File: src/rtl/risc16_pkg.sv
// Shared constants for the RiSC-16 execute datapath: widths and ALU function codes.
package risc16_pkg;

   localparam int WIDTH     = 16;
   localparam int IMM_W     = 10;
   localparam int SIMM_W    = 7;
   localparam int LUI_SHIFT = WIDTH - IMM_W;

   localparam logic [1:0] ALU_ADD   = 2'b00;
   localparam logic [1:0] ALU_NAND  = 2'b01;
   localparam logic [1:0] ALU_PASS1 = 2'b10;
   localparam logic [1:0] ALU_EQL   = 2'b11;

endpackage

File: src/rtl/risc16_alu_opsel.sv
// Operand selection for the ALU: register sources, LUI-shifted immediate or
// sign-extended short immediate. Purely combinational.
module risc16_alu_opsel
   import risc16_pkg::*;
#(
   parameter int P_WIDTH     = WIDTH,
   parameter int P_IMM_W     = IMM_W,
   parameter int P_SIMM_W    = SIMM_W,
   parameter int P_LUI_SHIFT = LUI_SHIFT
) (
   input  logic                 i_mux_alu1,
   input  logic                 i_mux_alu2,
   input  logic [P_WIDTH-1:0]   i_src1,
   input  logic [P_WIDTH-1:0]   i_src2,
   input  logic [P_IMM_W-1:0]   i_imm,
   output logic [P_WIDTH-1:0]   o_op1,
   output logic [P_WIDTH-1:0]   o_op2
);

   logic [P_WIDTH-1:0] w_imm_lui;
   logic [P_WIDTH-1:0] w_imm_sext;

   // The upper immediate bits are deliberately dropped here: ADDI/LW/SW use a 7-bit signed field.
   assign w_imm_lui  = {i_imm, {P_LUI_SHIFT{1'b0}}};
   assign w_imm_sext = {{(P_WIDTH-P_SIMM_W){i_imm[P_SIMM_W-1]}}, i_imm[P_SIMM_W-1:0]};

   assign o_op1 = i_mux_alu1 ? w_imm_lui  : i_src1;
   assign o_op2 = i_mux_alu2 ? w_imm_sext : i_src2;

endmodule

File: src/rtl/risc16_alu.sv
// RiSC-16 ALU: ADD / NAND / PASS1 / EQL with an equality flag, outputs registered
// with one cycle of latency.
module risc16_alu
   import risc16_pkg::*;
#(
   parameter int P_WIDTH     = WIDTH,
   parameter int P_IMM_W     = IMM_W,
   parameter int P_SIMM_W    = SIMM_W,
   parameter int P_LUI_SHIFT = LUI_SHIFT
) (
   input  logic                 clk,
   input  logic                 rst,
   input  logic                 MUX_alu1,
   input  logic                 MUX_alu2,
   input  logic [1:0]           FUNC_alu,
   input  logic [P_WIDTH-1:0]   src1_reg,
   input  logic [P_WIDTH-1:0]   src2_reg,
   input  logic [P_IMM_W-1:0]   imm,
   output logic                 EQ,
   output logic [P_WIDTH-1:0]   alu_out
);

   logic [P_WIDTH-1:0] w_op1;
   logic [P_WIDTH-1:0] w_op2;
   logic [P_WIDTH-1:0] w_result;
   logic               w_eq;
   logic [P_WIDTH-1:0] r_alu_out;
   logic               r_eq;

   risc16_alu_opsel #(
      .P_WIDTH     (P_WIDTH),
      .P_IMM_W     (P_IMM_W),
      .P_SIMM_W    (P_SIMM_W),
      .P_LUI_SHIFT (P_LUI_SHIFT)
   ) u_opsel (
      .i_mux_alu1 (MUX_alu1),
      .i_mux_alu2 (MUX_alu2),
      .i_src1     (src1_reg),
      .i_src2     (src2_reg),
      .i_imm      (imm),
      .o_op1      (w_op1),
      .o_op2      (w_op2)
   );

   // EQ compares operands for every function so BEQ can share any operand routing.
   assign w_eq = (w_op1 == w_op2);

   always_comb begin
      w_result = '0;
      case (FUNC_alu)
         ALU_ADD:   w_result = w_op1 + w_op2;
         ALU_NAND:  w_result = ~(w_op1 & w_op2);
         ALU_PASS1: w_result = w_op1;
         default:   w_result = '0;
      endcase
   end

   always_ff @(posedge clk) begin
      if (rst) begin
         r_alu_out <= '0;
         r_eq      <= 1'b0;
      end else begin
         r_alu_out <= w_result;
         r_eq      <= w_eq;
      end
   end

   assign alu_out = r_alu_out;
   assign EQ      = r_eq;

endmodule

File: config.mk
export PLATFORM = sky130hd
export DESIGN_NAME = risc16_alu
export DESIGN_NICKNAME = d
export VERILOG_FILES = /design/src/rtl/risc16_pkg.sv /design/src/rtl/risc16_alu_opsel.sv /design/src/rtl/risc16_alu.sv
export SDC_FILE = /design/constraint.sdc
export NUM_CORES = 1
export LEC_CHECK = 0
export BUFFER_PORTS_ARGS = -buffer_cell sky130_fd_sc_hd__clkbuf_2
export CORE_UTILIZATION = 56
export CTS_CLUSTER_DIAMETER = 60
export CTS_CLUSTER_SIZE = 24
export DETAILED_ROUTE_END_ITERATION = 10
export GPL_ROUTABILITY_DRIVEN = 0
export PLACE_DENSITY = 0.87
export SYNTH_ARGS = -nofsm -noshare
export SYNTH_HDL_FRONTEND = slang
export SYNTH_SLANG_ARGS = --single-unit
File: constraint.sdc
create_clock -name clk -period 6.5 [get_ports clk]
set_input_delay 1.625 -clock clk [delete_from_list [all_inputs] [get_ports clk]]
set_output_delay 1.625 -clock clk [all_outputs]
set_load 0.02 [all_outputs]
# Word level (Yosys, flattened, before mapping)
# Index checks and enable logic that the tools add are counted.
dict set report op_classes {
  addsub 1
  mux 3
  n_reduce_logical 1
  n_eq_ne 3
  n_bitwise 2
}
# operator n
set op_table {}
lappend op_table {{16-bit one-hot mux with 3 select lines} 1}
lappend op_table {{16-bit two-way mux} 2}
lappend op_table {{16-bit adder} 1}
lappend op_table {{16-bit AND} 1}
lappend op_table {{16-bit == test} 1}
lappend op_table {{16-bit inverter} 1}
lappend op_table {{2-bit by 1-bit == test with 1-bit output (second input constant)} 1}
lappend op_table {{2-bit == test (second input constant)} 1}
lappend op_table {{2-bit zero test} 1}
dict set report totals {
  register_bits 17
  output_inout_bits 17
  word_cells 12
  inputBits 48
}

# Longest topological paths before layout
# Gate-level depths: netlist of run 1.
dict set report logic_depth {
  word_depth 4
  mapped_depth 10
  ltp_nobuf 8
}

# Hierarchy
# From an unflattened synthesis of run 1, not the netlist that was laid out.
dict set report hier_totals {
  cells_unflattened 242
  area_unflattened_um2 2043.2
}
# mod instances cells_each area_each_um2 seq_area_each_um2
set modules_own_cells {}
lappend modules_own_cells {risc16_alu 1 205 1602.8 340.3}
lappend modules_own_cells {risc16_alu_opsel 1 37 440.4 0.0}

# Worst setup path before layout of run 1
# No wires, ideal clock.
dict set report synth_timing {
  path_type {in2reg}
  start {input MUX_alu2}
  end {register r_alu_out[8] (netlist: alu_out[8])}
  arrival_time_ps 3786
  path_stages 9
  path_buffers 1
  setup_ps 133
  required_time_ps 6367
  path_slack_ps 2581
  cell_sequence {clkbuf_1 mux2_2 ha_1 fa_1 a211oi_2 o21bai_1 a221oi_1 xor2_1 o22ai_1}
}
dict set report synth_between {
  elab_chain_cells 4
  elab_cells_between_ends 5
  cone_classes {add/sub: 1; mux: 2; bitwise: 2}
}
# item line_no
set synth_rtl {}
lappend synth_rtl {{from (decl)} risc16_alu.sv:14} ;# input logic MUX_alu2,
lappend synth_rtl {{16-bit two-way mux *} risc16_alu_opsel.sv:28} ;# assign o_op2 = i_mux_alu2 ? w_imm_sext : i_src2;
lappend synth_rtl {{branches (longest 2 deep; another with 16-bit adder)} n/a}
lappend synth_rtl {{16-bit one-hot mux with 3 select lines *} risc16_alu.sv:50} ;# case (FUNC_alu)
lappend synth_rtl {{to (signal assigned)} risc16_alu.sv:63} ;# r_alu_out <= w_result;
lappend synth_rtl {{to (decl)} risc16_alu.sv:27} ;# logic [P_WIDTH-1:0] r_alu_out;
# Every way passes the cells marked *.
# A chain may end at the register's enable or synchronous reset.

# Worst setup path in the final report of run 1
# Same ends and word-level chain as after synthesis.

==> impl_metrics.json, run 1 <==
{
  "status": "finished, final reports clean",
  "vdd_drop_max_mv": 0.0793,
  "cp-start-kind": "input pin",
  "first_iter_violations": 238,
  "ios": 65,
  "synth_cell_types": 59,
  "finalHoldViolations": 0,
  "grt_pass1_vias": 1986,
  "leakage_nw": 1.04,
  "cts.sinks": 17,
  "max_freq_mhz": 262,
  "dp_hpwl_microns": 4480,
  "routed-wl-met3_microns": 661,
  "detail_route.wirelength_microns": 5950,
  "p_per_area_mw_per_mm2": 168,
  "start_util": 0.590,
  "crit_fanout": 17,
  "maxSlewViolCount": 0,
  "synthArstFlopShare": 0,
  "syn_area_sq_mm": 0.00200,
  "cts_buffers": 3,
  "drc": 0,
  "cp-end-kind": "flop",
  "io_buffers": 64,
  "hold_class": "in2reg",
  "synth_edf_count": 0,
  "worstMarginPinSlew_ps": 946,
  "yosys-top-cells-count": "22 x a21oi_1, 22 x nand2_1, 19 x o21ai_0, 17 x dfxtp_1",
  "critical_path_arrival_ps": 4020,
  "drt-pass1-iter-count": 7,
  "holdWs_ps": 1690,
  "grt.total_usage": 0.329,
  "post_drt_wl_per_cell_microns": 16.9,
  "setup_viol": 0,
  "wl_met2_microns": 2830,
  "vias": 2246,
  "clk_pin_slew_ps": 120,
  "critical_path_class": "in2reg",
  "cap_violations": 0,
  "syn2layout_area_growth_pct": 13.8,
  "ys.flop_type": "dfxtp_1",
  "final_nets": 373,
  "core_area_sq_mm": 0.00339,
  "grt_max_degree": 31,
  "htree_num_levels": 1,
  "wl_met1_microns": 2360,
  "row_count": 21,
  "fp.dieW_microns": 61.8,
  "synth_area_leaders": "dfxtp_1 17%, ha_1 10%, mux2_2 9.0%",
  "top_layer": "met4",
  "post-cts-setup-buffers": 0,
  "grt_first_pass_wirelength_microns": 9220,
  "rsz0062_at_grt": "no",
  "cts_tree": "done",
  "yosys.area.top_type": "dfxtp_1",
  "via_per_inst": 6.36,
  "cts_buffer_depth": 2,
  "yosys_warnings": 0,
  "cts_hold_buf": 0,
  "n_antenna_cell": 0,
  "final_layout_size_suffix_gt1_frac": 0.296,
  "synth-seq-cells": 17,
  "die-area_sq_mm": 0.00381,
  "synth_top_area_frac": 0.170,
  "fin_crit_ps": 3820,
  "relSlewSlack": 0.364,
  "cts_root_buf": "clkbuf_4",
  "grt-ovfl-total": 0,
  "syn-num-nets": 323,
  "avgSynthCellArea_sq_um": 7.75,
  "finalSetupTns_ps": 0,
  "die_y_microns": 61.8,
  "syn_inst": 258,
  "antenna_found_initial": 0,
  "yosysSeqAreaShare": 0.170,
  "cts_resized": 0,
  "drtAntennaViolNets": 0,
  "period_share": 0.587,
  "worst_ep_required_time_ps": 6710
}
-- report_power, final --
group,switching (mW),internal (mW)
registers,0.00226,0.114
logic,0.123,0.0788
clock network,0.0407,0.0240
-- cell families after synthesis --
logic type               share of synthesized area
XOR/XNOR                                    0.0219
AND/OR/NAND/NOR                              0.213
AO/OA/AOI/OAI                                0.294
buffers and inverters                       0.0907
multiplexers                                 0.100
adder cells (fa/ha/maj)                      0.110
flip-flops                                   0.170
-- worst max-delay path: stages --
cell and delay [ps]:
clkbuf_2 280, mux2_2 390, ha_1 250, fa_1 450
a211oi_2 300, o21bai_1 150, a221oi_1 320, xor2_1 180
o22ai_1 90
-- flip-flops by register name, summed over array words and instances, names as in the netlist --
register  count
EQ            1
alu_out      16
-- area by class of cell --
type | instances | area (sq um)
Sequential cell | 17 | 340
Fill cell | 280 | 1110
Multi-Input combinational cell | 208 | 1480
Tap cell | 46 | 57.6
Inverter | 14 | 52.6
Clock buffer | 4 | 26.3
Timing Repair Buffer | 64 | 320
-- stage by stage --
step / setup WS (ps) / cells / util / total power, mW / cell area [sq um]
6_report: 2680 / 353 / 0.671 / 0.383 / 2270
5_1_grt: 2580 / 353 / 0.671 / 0.401 / 2270
4_1_cts: 2730 / 353 / 0.671 / 0.375 / 2270
3_5_place_dp: 2420 / 349 / 0.663 / 0.314 / 2250
3_3_place_gp: 2470 / 349 / 0.663 / 0.310 / 2250
2_1_floorplan: 2580 / 258 / - / 0.270 / 2000
-- worst paths after layout --
check / startpoint / end / slack, ps / cells after the start
max: MUX_alu2 / alu_out[8] / 2680 / 9
min: rst / alu_out[0] / 1690 / 2
-- routing by layer --
layer  global-route usage  up-vias
met4                0.143        0
met1                0.439     1007
met5                    0        -
met3               0.0518       14
met2                0.525      159
li1                     -     1066
-- placed cells by master (no fill, tap or decap), types with 2 or more instances in the layout --
| cell | Yosys | routed |
|---|---|---|
| a221oi_1 | 2 | 2 |
| a21oi_1 | 22 | 22 |
| inv_1 | 14 | 14 |
| mux2i_1 | 2 | 2 |
| a21boi_0 | 2 | 2 |
| nand2b_1 | 2 | 2 |
| and3_1 | 4 | 4 |
| nand2_1 | 22 | 22 |
| nor4_1 | 3 | 3 |
| clkbuf_4 | 0 | 3 |
| dfxtp_1 | 17 | 17 |
| clkbuf_2 | 1 | 64 |
| o32ai_1 | 2 | 2 |
| or4_1 | 2 | 2 |
| o31ai_1 | 2 | 2 |
| ha_1 | 16 | 16 |
| o21ai_1 | 3 | 3 |
| nor2b_1 | 6 | 6 |
| o22a_1 | 8 | 8 |
| o2111ai_1 | 2 | 2 |
| nand3_1 | 7 | 7 |
| o21ai_0 | 19 | 19 |
| o22ai_1 | 6 | 6 |
| and4_1 | 2 | 2 |
| o21a_1 | 2 | 2 |
| xor2_1 | 4 | 4 |
| nor3_1 | 8 | 8 |
| nand4_1 | 4 | 4 |
| nor4b_1 | 2 | 2 |
| mux2_2 | 16 | 16 |
| a21o_1 | 4 | 4 |
| nor2_1 | 9 | 9 |
| a31oi_1 | 3 | 3 |
| o211ai_1 | 2 | 2 |
Power figures use the tool's default switching activity.
==> inputs of run 2 (changes only) <==
CORE_UTILIZATION = 47   (was 56)
PLACE_DENSITY = 0.78   (was 0.87)
clock period = 3.5 ns   (was 6.5 ns; I/O delays follow)
==> run 2 against run 1 <==
  * Hold slack worse by 700 ps
  * Sequential power is 86% higher
  * Largest power group unchanged
  * Via count is 2.2% higher
==> impl_metrics.json, run 2 (synthesis results as in run 1) <==
{
  "grt_first_pass_wirelength_microns": 9720,
  "final_cell_mix": "64 x clkbuf_2, 22 x nand2_1, 22 x a21oi_1",
  "ff_latch_area_sq_um": 340,
  "worst_ep_required_time_ps": 3670,
  "via_per_inst": 6.36,
  "dp_hpwl_microns": 4550,
  "worstMarginPinSlew_ps": 553,
  "detail_route.wirelength_microns": 5980,
  "vias": 2296,
  "drtAntennaViolNets": 0,
  "post_drt_wl_per_cell_microns": 16.6,
  "vdd_drop_max_mv": 0.133,
  "ios": 65,
  "max_freq_mhz": 329,
  "drt-pass1-iter-count": 7,
  "fin_crit_ps": 3040,
  "min_path_cells": 2,
  "maxSlewViolCount": 0,
  "cts.sinks": 17,
  "io_buffers": 64,
  "critical_path_arrival_ps": 3210,
  "cpPeakStageDelay_ps": 530,
  "multi_input_area_sq_mm": 0.00148,
  "dp_slack_ps": 239,
  "finalHoldViolations": 0,
  "layout_commonest_cell": "clkbuf_2",
  "drc": 0,
  "htree_num_levels": 1,
  "syn2layout_area_growth_pct": 16.5,
  "p_per_area_mw_per_mm2": 324,
  "core_area_sq_mm": 0.00403,
  "start_util": 0.496,
  "final_layout_size_suffix_gt1_frac": 0.305,
  "holdWs_ps": 987,
  "cts_tree": "done",
  "n_antenna_cell": 0,
  "grt_pass1_vias": 2100,
  "die-area_sq_mm": 0.00452,
  "fp.dieW_microns": 67.2,
  "cap_violations": 0,
  "status": "finished, final reports clean",
  "finalSetupTns_ps": 0,
  "crit_slowest_cell": "ha_1",
  "final_nets": 377,
  "setup_ws_ps": 458,
  "largest_reg_flops": 16,
  "cp_cell_sequence": "clkbuf_2 -> buf_4 -> nand2_1 -> o21ai_0 -> ha_1 -> nand2_1 -> nor3_4 -> a21oi_2 -> or3_1 -> o311ai_1",
  "grt_max_degree": 28,
  "post-cts-setup-buffers": 0,
  "clk_pin_slew_ps": 70,
  "die_y_microns": 67.2,
  "cts_root_buf": "clkbuf_8",
  "crit_top_cell": "nand2_1",
  "cts_buffers": 3,
  "min_from": "rst",
  "cts_resized": 0,
  "crit_family": "simple AND/OR/NAND/NOR gates",
  "grt.total_usage": 0.287,
  "setup_viol": 0,
  "fill_cells": 398,
  "cts_buffer_depth": 2,
  "cp-end-kind": "flop",
  "leakage_nw": 1.07,
  "cts_hold_buf": 0,
  "crit_fanout": 12,
  "period_share": 0.869,
  "antenna_found_initial": 0,
  "first_iter_violations": 399,
  "row_count": 23,
  "relSlewSlack": 0.632,
  "critical_path_class": "in2reg",
  "cp_num_buf_inv": 2,
  "cp-start-kind": "input pin",
  "hold_class": "in2reg",
  "rsz0062_at_grt": "no",
  "hold_end": "alu_out[2]",
  "grt-ovfl-total": 0
}
==> run 2: changes by cell type in the layout (fill, tap and decap cells not counted), sizes merged <==
cell  delta
buf      +4
==> run 2: worst max path at each step <==
stage	start	to	depth (start not counted)
after floorplan	MUX_alu2	alu_out[8]	9
after global placement	MUX_alu2	alu_out[8]	9
after detailed placement	MUX_alu2	alu_out[8]	9
after CTS	MUX_alu2	alu_out[8]	9
after global routing	MUX_alu2	alu_out[14]	10
final	MUX_alu2	alu_out[14]	10
==> run 2: cell type report <==
type | instances | share of cell area
multi-input combinational | 208 | 0.635
timing repair buffer | 68 | 0.150
sequential | 17 | 0.146
tap | 50 | 0.0269
inverter | 14 | 0.0226
clock buffer | 4 | 0.0193
==> run 2: where the power goes <==
group	total (mW)	switching, mW	leakage, nW	internal (mW)
registers	0.216	0.00403	0.141	0.212
logic	0.382	0.231	0.909	0.150
clock network	0.157	0.0754	0.0228	0.0812
total	0.754	0.311	1.07	0.443
==> run 2: layer usage <==
metal	up-vias	wire [microns]	GRT usage	share of wire
met1	1017	2390	0.373	0.40
met4	0	209	0.130	0.035
met3	29	647	0.0456	0.11
met5	-	0	0	0
li1	1074	-	-	-
met2	176	2730	0.461	0.46
==> run 2: metrics by stage <==
stage                     power, mW  utilization  instances  area (sq um)
after floorplan               0.501            -        258          2000
after global placement        0.584        0.567        357          2280
after detailed placement      0.589        0.567        357          2280
after CTS                     0.746        0.578        361          2330
after global routing          0.797        0.578        361          2330
final                         0.754        0.578        361          2330
==> inputs of run 3 (changes only) <==
ABC_AREA = 1   (was not set)
REMOVE_ABC_BUFFERS = 1   (was not set)
==> run 3 against run 2 <==
  * Via count grew 4.2%
  * Clock-buffer cell count stayed put
  * Global-route usage fell by 0.53 points
  * Core utilization grew 2.1 points
  * Area after synthesis grew 2.1%
  * Clock power up 3%
  * Synthesized cell count is 34% higher
  * Die area increased by 2.0%
  * Maximum frequency up 9.6%
  * Setup slack gained 270 ps
  * Flip-flop and latch count unchanged
  * Critical path type unchanged
  * Highest routed layer unchanged
==> impl_metrics.json, run 3 <==
{
  "syn_inst": 347,
  "io_buffers": 64,
  "cap_violations": 0,
  "cts_root_buf": "clkbuf_8",
  "cp-start-kind": "input pin",
  "grt_use_met2": 0.505,
  "final_layout_size_suffix_gt1_frac": 0.259,
  "syn_area_sq_mm": 0.00204,
  "grt_max_degree": 17,
  "grt_first_pass_wirelength_microns": 9580,
  "cpPeakStageDelay_ps": 390,
  "cp_cell_sequence": "clkbuf_2 -> mux2_2 -> ha_1 -> fa_1 -> nand2_1 -> nand2_1 -> nand3_1 -> nand2_1 -> or2_2 -> nand3_1 -> a21oi_1",
  "layout_commonest_cell": "nand2_1",
  "leakage_nw": 1.45,
  "yosysSeqAreaShare": 0.167,
  "largest_reg_flops": 16,
  "cp-end-kind": "flop",
  "synth_cell_types": 31,
  "worstMarginPinSlew_ps": 461,
  "drtAntennaViolNets": 0,
  "avgSynthCellArea_sq_um": 5.88,
  "die-area_sq_mm": 0.00461,
  "htree_num_levels": 1,
  "vias": 2393,
  "setup_ws_ps": 723,
  "max_freq_mhz": 360,
  "crit_fanout": 13,
  "cts_hold_buf": 0,
  "drt-pass1-iter-count": 5,
  "ios": 65,
  "cts_buffers": 3,
  "final_area_sq_mm": 0.00245,
  "cp_num_buf_inv": 1,
  "critical_path_class": "in2reg",
  "period_share": 0.793,
  "setup_viol": 0,
  "synth-seq-cells": 17,
  "final_cell_mix": "116 x nand2_1, 64 x clkbuf_2, 58 x inv_1",
  "clk_pin_slew_ps": 80,
  "yosys_warnings": 0,
  "synthArstFlopShare": 0,
  "cts_tree": "done",
  "fp.dieW_microns": 67.9,
  "detail_route.wirelength_microns": 5890,
  "yosys-top-cells-count": "116 x nand2_1, 58 x inv_1, 20 x nand3_1, 20 x nor2_1, 19 x a21oi_1",
  "finalHoldViolations": 0,
  "die_y_microns": 67.9,
  "core_area_sq_mm": 0.00409,
  "min_path_cells": 5,
  "status": "finished, final reports clean",
  "dp_hpwl_microns": 4570,
  "grt_pass1_vias": 2159,
  "antenna_found_initial": 0,
  "rsz0062_at_grt": "no",
  "dp_slack_ps": 457,
  "relSlewSlack": 0.692,
  "final_nets": 476,
  "p_per_area_mw_per_mm2": 305,
  "via_per_inst": 5.20,
  "maxSlewViolCount": 0,
  "worst_ep_required_time_ps": 3640,
  "cts.sinks": 17,
  "grt.total_usage": 0.282,
  "n_antenna_cell": 0,
  "fin_crit_ps": 2780,
  "synth_edf_count": 0,
  "ys.flop_type": "dfxtp_1",
  "critical_path_arrival_ps": 2910,
  "drc": 0,
  "hold_class": "in2reg",
  "place_inst": 456,
  "start_util": 0.499,
  "post-cts-setup-buffers": 0,
  "synth_top_area_frac": 0.213,
  "grt-ovfl-total": 0,
  "use_met1": 0.341,
  "postPlaceCellArea_sq_mm": 0.00240,
  "synth_area_leaders": "nand2_1 21%, dfxtp_1 17%, inv_1 11%",
  "first_iter_violations": 153,
  "final_cells": 460,
  "post_drt_wl_per_cell_microns": 12.8,
  "crit_top_cell": "nand2_1",
  "finalSetupTns_ps": 0,
  "cts_resized": 0,
  "crit_cells": 11,
  "yosysMostFrequentCell": "nand2_1",
  "met3_usage": 0.0383,
  "row_count": 23,
  "cts_buffer_depth": 2,
  "grt-busiest-layer": "met2",
  "syn2layout_area_growth_pct": 19.9,
  "yosys.area.top_type": "nand2_1",
  "vdd_drop_max_mv": 0.145,
  "crit_family": "simple AND/OR/NAND/NOR gates",
  "crit_slowest_cell": "fa_1"
}
## run 3: cell count changes in the layout (fill, tap and decap cells not counted), moves of 10 or more
cell     before  now
nand2_1      22  116
nor2_1        9   20
inv_1        14   58
mux2_2       16    6
nand3_1       7   20
## run 3: layout make-up
type,count,area (sq um)
Sequential cell,17,340
Fill cell,428,1640
Tap cell,50,62.6
Timing Repair Buffer,67,343
Clock buffer,4,45.0
Inverter,65,244
Multi-Input combinational cell,257,1410
## run 3: tightest hold or removal path: cells and delay by family
family                 cells  cell delay [ps]
AO/OA/AOI/OAI              1               70
buffers and inverters      2              120
AND/OR/NAND/NOR            2               90
## run 3: final timing paths
path         from          to  slack, ps
min   src1_reg[2]  alu_out[2]        940
max      MUX_alu2  alu_out[6]        720
## run 3: logic make-up after synthesis
| kind of cell | Yosys count | synth area share |
|---|---|---|
| and+or+nand+nor | 185 | 0.408 |
| DFF | 17 | 0.167 |
| buffers and inverters | 73 | 0.142 |
| adders and majority gates | 17 | 0.108 |
| AOI/OAI and AO/OA | 49 | 0.143 |
| muxes | 6 | 0.0331 |
## run 3: where the power goes
part | switching [mW] | leakage, nW | internal (mW) | total (mW)
Combinational | 0.234 | 1.28 | 0.138 | 0.373
Sequential | 0.00371 | 0.141 | 0.209 | 0.213
Clock | 0.0805 | 0.0228 | 0.0812 | 0.162
Total | 0.318 | 1.45 | 0.429 | 0.747
## run 3: metrics by stage
| stage | hold slack [ps] | utilization | power, mW |
|---|---|---|---|
| 2_1_floorplan | 937 | - | 0.475 |
| 3_3_place_gp | 1220 | 0.588 | 0.577 |
| 3_5_place_dp | 1220 | 0.588 | 0.584 |
| 4_1_cts | 950 | 0.599 | 0.746 |
| 5_1_grt | 989 | 0.599 | 0.805 |
| 6_report | 942 | 0.599 | 0.747 |
## run 3: layer usage
| layer | vias to the layer above | routed length [microns] |
|---|---|---|
| met5 | - | 0 |
| met4 | 0 | 116 |
| met3 | 10 | 494 |
| met2 | 97 | 2790 |
| met1 | 1055 | 2490 |
| li1 | 1231 | - |
